==> config.mk <==
export PLATFORM = sky130hd
export DESIGN_NAME = execute_mul_sequencer
export DESIGN_NICKNAME = d
export VERILOG_FILES = /design/src/rtl/execute_mul_sequencer.sv
export SDC_FILE = /design/constraint.sdc
export NUM_CORES = 1
export LEC_CHECK = 0
export ABC_AREA = 1
export CORE_AREA = 2 2 79 100
export CTS_BUF_LIST = sky130_fd_sc_hd__clkbuf_16
export CTS_CLUSTER_DIAMETER = 50
export CTS_CLUSTER_SIZE = 12
export DETAILED_ROUTE_END_ITERATION = 16
export DIE_AREA = 0 0 81 102
export GPL_ROUTABILITY_DRIVEN = 0
export PLACE_DENSITY = 0.82
export SLEW_MARGIN = 20
export SYNTH_ARGS = -nofsm -noshare
export SYNTH_HDL_FRONTEND = slang
export SYNTH_SLANG_ARGS = --single-unit
export TNS_END_PERCENT = 5
==> constraint.sdc <==
create_clock -name clk -period 4.2 [get_ports clk]
set_input_delay 0.42 -clock clk [delete_from_list [all_inputs] [get_ports clk]]
set_output_delay 0.42 -clock clk [all_outputs]
set_load 0.005 [all_outputs]
==> src/rtl/execute_mul_sequencer.sv <==
// Shares the execute-stage ALU between pipeline ops and a 16x16 shift-add multiply.
// Define MUL_EARLY_EXIT_EN to finish once the remaining multiplier bits are all zero.
module execute_mul_sequencer #(
    parameter int unsigned WIDTH      = 16,
    parameter int unsigned CNT_W      = 4,
    parameter logic [1:0]  ADD_MODE   = 2'b00,
    parameter logic [1:0]  CARRY_KEEP = 2'b00
) (
    input  logic             clk,
    input  logic             reset,
    input  logic             pipe_valid,
    input  logic             mul_start,
    input  logic             flush,
    input  logic [WIDTH-1:0] Op1,
    input  logic [WIDTH-1:0] Op2,
    input  logic [1:0]       ALUmode,
    input  logic [1:0]       carrySelect,
    input  logic [WIDTH-1:0] alu_result,
    output logic [WIDTH-1:0] alu_Op1,
    output logic [WIDTH-1:0] alu_Op2,
    output logic [1:0]       alu_ALUmode,
    output logic [1:0]       alu_carrySelect,
    output logic             ccr_we,
    output logic             stall,
    output logic [WIDTH-1:0] mul_result,
    output logic             mul_valid
);

    typedef enum logic [1:0] {
        IDLE = 2'd0,
        RUN  = 2'd1,
        DONE = 2'd2
    } state_t;

    state_t           state;
    logic [WIDTH-1:0] acc;
    logic [WIDTH-1:0] mcand;
    logic [WIDTH-1:0] mplier;
    logic [CNT_W-1:0] count;

    logic [WIDTH-1:0] acc_next;
    logic [WIDTH-1:0] mplier_next;
    logic             last_iter;

    always_comb begin
        acc_next    = mplier[0] ? alu_result : acc;
        mplier_next = mplier >> 1;
`ifdef MUL_EARLY_EXIT_EN
        last_iter   = (count == CNT_W'(WIDTH - 1)) || (mplier_next == '0);
`else
        last_iter   = (count == CNT_W'(WIDTH - 1));
`endif
    end

    // ALU steering and pipeline handshakes follow state only, so reset drops stall at once.
    always_comb begin
        alu_Op1         = Op1;
        alu_Op2         = Op2;
        alu_ALUmode     = ALUmode;
        alu_carrySelect = carrySelect;
        ccr_we          = 1'b0;
        stall           = 1'b0;
        case (state)
            IDLE: begin
                ccr_we = pipe_valid & ~mul_start;
                stall  = mul_start;
            end
            RUN: begin
                alu_Op1         = acc;
                alu_Op2         = mcand;
                alu_ALUmode     = ADD_MODE;
                alu_carrySelect = CARRY_KEEP;
                stall           = 1'b1;
            end
            default: ;
        endcase
    end

    always_ff @(posedge clk or posedge reset) begin
        if (reset) begin
            state      <= IDLE;
            acc        <= '0;
            mcand      <= '0;
            mplier     <= '0;
            count      <= '0;
            mul_result <= '0;
            mul_valid  <= 1'b0;
        end else begin
            mul_valid <= 1'b0;
            case (state)
                IDLE: begin
                    if (mul_start && !flush) begin
                        acc    <= '0;
                        mcand  <= Op1;
                        mplier <= Op2;
                        count  <= '0;
`ifdef MUL_EARLY_EXIT_EN
                        if (Op2 == '0) begin
                            state      <= DONE;
                            mul_result <= '0;
                            mul_valid  <= 1'b1;
                        end else begin
                            state <= RUN;
                        end
`else
                        state <= RUN;
`endif
                    end
                end
                RUN: begin
                    if (flush) begin
                        state <= IDLE;
                        acc   <= '0;
                    end else begin
                        acc    <= acc_next;
                        mcand  <= mcand << 1;
                        mplier <= mplier_next;
                        count  <= count + 1'b1;
                        // Result is captured from the final accumulate so it is ready in DONE.
                        if (last_iter) begin
                            state      <= DONE;
                            mul_result <= acc_next;
                            mul_valid  <= 1'b1;
                        end
                    end
                end
                DONE: state <= IDLE;
                default: state <= IDLE;
            endcase
        end
    end

endmodule

* Word-level counts from Yosys, hierarchy flattened
Index checks and enable logic that the tools add are counted.
** Word-level totals
- Bits in latches :: 0
- Bits in read-only memories :: 0
- Output and inout bits :: 55
- RAM bits :: 0
- Memories kept :: 0
- Flip-flop bits (word level) :: 71
** Cells by class
- Eq/ne operators :: 5
- Divide/modulo/power cells :: 0
- Multiply operators :: 0
- Add/sub/neg operators :: 1
- Shifts and indexed selects :: 0
- Bitwise logic cells :: 3
- Magnitude comparators :: 0
- Mux-type cells :: 26
- Reduce and logical (&&, ||, !) cells :: 8
** Operators by type and width (count)
- two-way mux 16 bit :: 9
- case mux 16 bit (2 select lines) :: 3
- two-way mux 2 bit :: 5
- two-way mux 4 bit :: 2
- case mux 4 bit (2 select lines) :: 1
- AND reduction 3 bit :: 2
- adder 4 x 1 -> 4 bit, second input constant :: 1
- equality test 4 bit, second input constant :: 1
- two-way mux 1 bit :: 4
- inequality test 2 bit, second input constant :: 2
- case mux 2 bit (2 select lines) :: 1
- AND reduction 2 bit :: 2
- inequality test 3 bit, second input constant :: 1
- equality test 2 x 1 -> 1 bit, second input constant :: 1
- zero test 2 bit :: 1
- NOT 1 bit :: 2
- case mux 1 bit (2 select lines) :: 1
- nonzero test 2 bit :: 1
- AND 1 bit :: 1
- logical AND 1 bit :: 1
- zero test 1 bit :: 1

* Depth between registers and ports, before layout
Gate-level depths: netlist (run 1).
- Depth in word-level cells :: 4
- Gate-level depth with buffers :: 8
- Gate-level depth less buffers :: 7

* Worst setup path before layout (run 1)
Ideal clock, no wire load.
- Path kind :: register to output
- Start point :: register state[0]
- End point :: output alu_Op1[0]
- Stages on the path, launching flop included :: 5
- Setup slack :: 2710 ps
- Arrival time :: 1070 ps
- Data required time :: 3780 ps
- Path through :: dfrtp_1 nand2_4 buf_2 clkbuf_1 o21ai_0
** Between the ends
- Cells in the longest elaborated chain, start to end :: 2
** RTL lines
- start, declared :: line 35 : state_t state;
- start signal, assigned :: line 81 : state <= IDLE;
- start signal, assigned :: line 106 : state <= RUN;
- start signal, assigned :: line 112 : state <= IDLE;
- equality test 2 x 1 -> 1 bit :: line 63 : case (state)
- two-way mux 16 bit :: line 63
- end, declared :: line 19 : output logic [WIDTH-1:0] alu_Op1,
No other way between the ends.

* Final worst setup path (run 1)
- Start point :: register state[1]
- End point :: output alu_carrySelect[1]
** Between the ends
- Cells in the longest elaborated chain, start to end :: 2
** RTL lines
- equality test 2 x 1 -> 1 bit :: line 63
- two-way mux 2 bit :: line 63
- end, declared :: line 22 : output logic [1:0] alu_carrySelect,
No other way between the ends.

==> results of run 1 <==
==> layout by cell type, fill, tap and decap left out, types with 2 or more instances in the layout <==
cell             synthesis  layout
dfrtp_1                 71      71
nor2_8                   2       2
clkdlybuf4s50_1          0     111
o21ai_0                108     108
inv_2                    2       3
nor2_1                   8       8
inv_1                   39      39
nand3_1                  3       3
clkbuf_16                0       9
o21ai_1                  5       5
nand2_1                204     204
clkinv_2                 0       2
==> worst max-delay path, stage by stage, from the launching register on <==
cell and delay, ps:
dfrtp_1 390, inv_2 60, nand2_4 500, inv_1 540, nor2_1 200, clkdlybuf4s50_1 530
==> cells in the mapped netlist <==
cell type and instances:
buf_2 11, inv_4 1, nand3_1 3, inv_2 2
nand2_4 1, nand3_2 1, buf_6 1, nor2_2 1
ha_1 1, o21ai_1 5, o21ai_0 108, nor2_8 2
nor2_1 8, nand4_1 1, clkbuf_1 8, nand2_1 204
xor2_1 1, buf_4 3, dfrtp_1 71, clkbuf_2 1
nand2_2 1, inv_1 39
==> flip-flops by register name, summed over array words and instances, names as in the netlist <==
name and count:
count 4, state 2, mul_result 16, acc 16, mplier 16, mcand 16
mul_valid 1
==> kinds of logic after synthesis <==
| kind of cell | count (synthesis) | share of synthesized area |
|---|---|---|
| buffers and inverters | 66 | 0.08027 |
| adder cells (fa/ha/maj) | 1 | 0.003536 |
| XOR/XNOR | 1 | 0.002476 |
| flip-flops | 71 | 0.5021 |
| AND/OR/NAND/NOR | 222 | 0.2518 |
| AO/OA/AOI/OAI | 113 | 0.1598 |
==> through the flow <==
stage	power (W)	cell area, sq um	hold slack [ps]	cells	util
finish	0.001918	4891	483.2	667	0.6728
global placement	0.001283	4648	462.9	654	0.6394
CTS	0.001934	4891	481.0	667	0.6728
floorplan	0.001077	3538	449.2	474	-
detailed placement	0.001299	4648	466.9	654	0.6394
global route	0.002033	4891	496.2	667	0.6728
==> power breakdown <==
group	internal [W]	switching, W
clock network	0.000382	0.000248
registers	0.000776	0.0000545
logic	0.000214	0.000245
total	0.00137	0.000547
==> routing by layer <==
metal	GRT usage	vias to the layer above	routed length (um)
met2	0.3802	98	4394
met5	0	-	0
met4	0.09909	0	133
met1	0.2994	1603	3866
li1	-	1696	-
met3	0.03534	8	445
==> final cells by class <==
cell class                      instances  area (sq um)
Inverter                               42         160.2
Tap cell                               92         115.1
Multi-Input combinational cell        337          1478
Timing Repair Buffer                  112          1119
Fill cell                             613          2379
Clock buffer                            9         225.2
Sequential cell                        71          1777
Clock inverter                          4         17.52
==> worst max-delay path by stage <==
stage / end / slack [ps] / cells past startpoint
2_1_floorplan: acc[0]$_DFFE_PP0P_ / 1980 / 1
3_3_place_gp: alu_Op2[15] / 1610 / 6
3_5_place_dp: alu_carrySelect[1] / 1550 / 5
4_1_cts: alu_carrySelect[1] / 1200 / 5
5_1_grt: alu_carrySelect[0] / 1040 / 5
6_report: alu_carrySelect[1] / 1220 / 5
==> results.json, run 1 <==
{
  "ir_drop_mv": 0.2207,
  "setup_ws_ps": 1219,
  "worstMarginPinSlew_ps": 860.6,
  "r2r_cells": 7,
  "antenna_left": 0,
  "drt-wirelength-per-cell_um": 13.25,
  "hold_violations": 0,
  "p_leak_nw": 2.301,
  "period_minus_slack_ps": 2981,
  "layout-drive-gt1-share": 0.03826,
  "yosysTopAreaCell": "dfrtp_1",
  "post_cts_buffers": 0,
  "grt_overflow": 0,
  "post_synth.cell_area_avg_sq_um": 7.465,
  "initial_core_util": 0.4867,
  "outcome": "complete, no violations",
  "r2r-start": "state[1]$_DFFE_PP0P_",
  "numCtsBuffers": 9,
  "clock-sinks": 71,
  "diodes": 0,
  "ys_seq_elements": 71,
  "slew_viol_final": 0,
  "cts_max_path_buffers": 2,
  "ys_types": 22,
  "grt_pass1_wl_um": 14630,
  "clock.fmax_mhz": 335.5,
  "dr.pass1.iters": 4,
  "num_rows": 35,
  "cp-startpoint": "state[1]$_DFFE_PP0P_",
  "cts_hold_buffers": 0,
  "fin_crit_sh": 0.7097,
  "root_buffer": "clkbuf_16",
  "startpoint_type": "register",
  "reg2reg_setup_slack_ps": 2210,
  "hp-start": "mplier[12]$_DFFE_PP0P_",
  "dr.first_iter.drc_count": 180,
  "die-area_sq_mm": 0.008262,
  "post-route-drc-count": 0,
  "grtUsageTotal": 0.2296,
  "grt_start_max_net_pins": 82,
  "core_area_sq_mm": 0.007269,
  "critical_path_class": "register to primary output",
  "syn_to_final_growth_pct": 38.22,
  "drt-total-wl_um": 8840,
  "cp.required_ps": 3780,
  "rsz0062_at_grt": "false",
  "power.density_mw_per_mm2": 392.2,
  "final.setup.tns_ps": 0,
  "max_slew_margin": 0.4263,
  "maxCapViolations": 0,
  "min_path_cells": 2,
  "ys_top_cells_by_area": "dfrtp_1 50%, nand2_1 22%, o21ai_0 15%",
  "cts_tree": "done",
  "cts_resized": 0,
  "grt_pass1_vias": 3246,
  "ys_seq_area_frac": 0.5021,
  "postSynthCellCount": 474,
  "min_path_type": "register to register",
  "finalClockSkew_ps": 5.225,
  "synth_area_sq_mm": 0.003538,
  "nets": 631,
  "yosysWarnings": 0,
  "io_pins": 112,
  "cp_max_fo": 81,
  "place_ws_ps": 1550,
  "finalSetupViolations": 0,
  "synth_top_area_share": 0.5021,
  "holdPathEnd": "mplier[12]$_DFFE_PP0P_",
  "syn_nets": 532,
  "critPathArrivalTime_ps": 2560,
  "r2r-end": "mplier[5]$_DFFE_PP0P_",
  "worstSetupEndpointType": "primary output",
  "h-tree-depth": 3,
  "clk_pin_slew_worst_paths_ps": 50,
  "portBuffers": 111,
  "via_per_inst": 5.105,
  "die-width_um": 81,
  "dp_hpwl_um": 6368,
  "die_h_um": 102,
  "clk_latency_ps": 320,
  "num_vias": 3405,
  "antenna_found_initial": 0
}
Power figures use the tool's default switching activity.
==> inputs of run 2 (changes only) <==
Settings changed: CORE_AREA 2 2 79 100 to 2 2 86 108, DIE_AREA 0 0 81 102 to 0 0 88 110, PLACE_DENSITY 0.82 to 0.74.
Clock period 4.2 ns to 2.6 ns, I/O delays scaled along.
==> run 2 against run 1 <==
  * Total power up 75%
  * Register-to-register slack worse by 1400 ps
  * Clock-buffer cell count unchanged
  * Non-clock buffer count up 3
  * Sequential power up 61%
  * Critical path depth unchanged
  * Sequential share of layout area down 1.1 points
  * Wire length up 5.1%
  * Critical path type unchanged
  * Highest routed layer unchanged
==> results.json, run 2 (same netlist as run 1, synthesis figures left out) <==
{
  "outcome": "complete, no violations",
  "period_minus_slack_ps": 2274,
  "via_per_inst": 4.827,
  "placedCellCount": 685,
  "cts_tree": "done",
  "critPathArrivalTime_ps": 2010,
  "dp_hpwl_um": 6521,
  "rsz0062_at_grt": "false",
  "startpoint_type": "register",
  "cts_resized": 0,
  "reg2reg_setup_slack_ps": 800,
  "worstMarginPinSlew_ps": 872.1,
  "ir_drop_mv": 0.3636,
  "critical_path_class": "register to primary output",
  "grt_start_max_net_pins": 72,
  "layout_commonest_cell": "nand2_1",
  "die_h_um": 110,
  "slew_viol_final": 0,
  "hold_violations": 0,
  "sw_frac_of_total": 0.2738,
  "grt_pass1_wl_um": 14550,
  "die-width_um": 88,
  "power.density_mw_per_mm2": 666.9,
  "maxCapViolations": 0,
  "nets": 634,
  "diodes": 0,
  "layout-drive-gt1-share": 0.04991,
  "clock.fmax_mhz": 439.8,
  "numCtsBuffers": 9,
  "die-area_sq_mm": 0.009680,
  "finalClockSkew_ps": 5.287,
  "dr.pass1.iters": 4,
  "min_path_type": "primary input to async pin",
  "dr.first_iter.drc_count": 170,
  "syn_to_final_growth_pct": 42.54,
  "drt-total-wl_um": 9291,
  "num_vias": 3384,
  "r2r-end": "mul_result[11]$_DFFE_PP0P_",
  "layout.cells.non_filler": 701,
  "h-tree-depth": 3,
  "grt_overflow": 0,
  "p_leak_nw": 2.356,
  "power.switching_w": 0.0009209,
  "grtUsageTotal": 0.1943,
  "grt_pass1_vias": 3058,
  "clk_pin_slew_worst_paths_ps": 50,
  "antenna_left": 0,
  "p_total_w": 0.003363,
  "p_int_w": 0.002443,
  "max_slew_margin": 0.4186,
  "num_rows": 38,
  "final_cell_mix": "204 x nand2_1, 111 x clkdlybuf4s50_1, 108 x o21ai_0, 71 x dfrtp_1, 38 x inv_1",
  "drt-wirelength-per-cell_um": 13.25,
  "initial_core_util": 0.4112,
  "clk_latency_ps": 320,
  "finalSetupViolations": 0,
  "r2r_cells": 8,
  "portBuffers": 111,
  "p_clk_frac": 0.375,
  "p_comb_frac": 0.227,
  "pwr-share-seq": 0.398,
  "utilization": 0.5861,
  "r2r-start": "state[1]$_DFFE_PP0P_",
  "cp.required_ps": 2340,
  "cts_max_path_buffers": 2,
  "clock-sinks": 71,
  "io_pins": 112,
  "worstSetupEndpointType": "primary output",
  "post_cts_buffers": 0,
  "core_area_sq_mm": 0.008606,
  "root_buffer": "clkbuf_16",
  "final.setup.tns_ps": 0,
  "post-route-drc-count": 0,
  "antenna_found_initial": 0,
  "cts_hold_buffers": 0,
  "fin_crit_sh": 0.8745,
  "cp_max_fo": 51
}
==> run 2: final cells by class <==
| cell class | instances | area [sq um] |
|---|---|---|
| fillers | 780 | 3562 |
| multi-input cells | 337 | 1478 |
| clock buffers | 9 | 225.2 |
| clock inverters | 7 | 87.58 |
| inverters | 42 | 160.2 |
| well taps | 120 | 150.1 |
| flip-flops and latches | 71 | 1777 |
| repair buffers | 115 | 1166 |
==> run 2: stage by stage <==
| step | instance area (sq um) | hold slack, ps | setup slack, ps |
|---|---|---|---|
| 2_1_floorplan | 3538 | 426.6 | 543.4 |
| 3_3_place_gp | 4731 | 464.1 | 636.9 |
| 3_5_place_dp | 4731 | 466.4 | 656.4 |
| 4_1_cts | 5044 | 356.1 | 304.1 |
| 5_1_grt | 5044 | 388.1 | 180.0 |
| 6_report | 5044 | 333.5 | 326.3 |
==> run 2: power by group through the flow <==
stage          logic [W]  clock network [W]  registers [W]
6_report        0.000762            0.00126        0.00134
5_1_grt         0.000856            0.00133        0.00136
4_1_cts         0.000766            0.00129        0.00134
3_5_place_dp    0.000760                  0        0.00136
3_3_place_gp    0.000751                  0        0.00135
2_1_floorplan   0.000415                  0        0.00132
==> run 2: worst max path at each step <==
| stage | startpoint | to | slack, ps | cells past startpoint |
|---|---|---|---|---|
| 3_5_place_dp | state[1]$_DFFE_PP0P_ | alu_Op1[10] | 660 | 5 |
| 2_1_floorplan | reset | acc[0]$_DFFE_PP0P_ | 540 | 1 |
| 4_1_cts | state[1]$_DFFE_PP0P_ | alu_Op1[10] | 300 | 5 |
| 3_3_place_gp | state[1]$_DFFE_PP0P_ | alu_Op1[9] | 640 | 5 |
| 5_1_grt | state[1]$_DFFE_PP0P_ | alu_Op1[5] | 180 | 6 |
| 6_report | state[1]$_DFFE_PP0P_ | alu_Op1[10] | 330 | 5 |
==> run 2: layer usage <==
layer | vias up | wire (um) | global-route usage
met2 | 105 | 4468 | 0.3019
met3 | 18 | 491 | 0.02978
met4 | 0 | 249 | 0.1000
met5 | - | 0 | 0
met1 | 1559 | 4081 | 0.2628
li1 | 1702 | - | -
==> run 2: worst max-delay path: stages (launching register included) <==
cell and delay, ps:
dfrtp_1 400, inv_2 80, nand2_4 170, buf_12 240, o21ai_0 240, clkdlybuf4s50_1 550
==> inputs of run 3 (changes only) <==
Settings changed: HOLD_SLACK_MARGIN set to 0.12.
==> results of run 3 <==
Same layout as run 2: the final DEF is identical, and so are final timing and power.
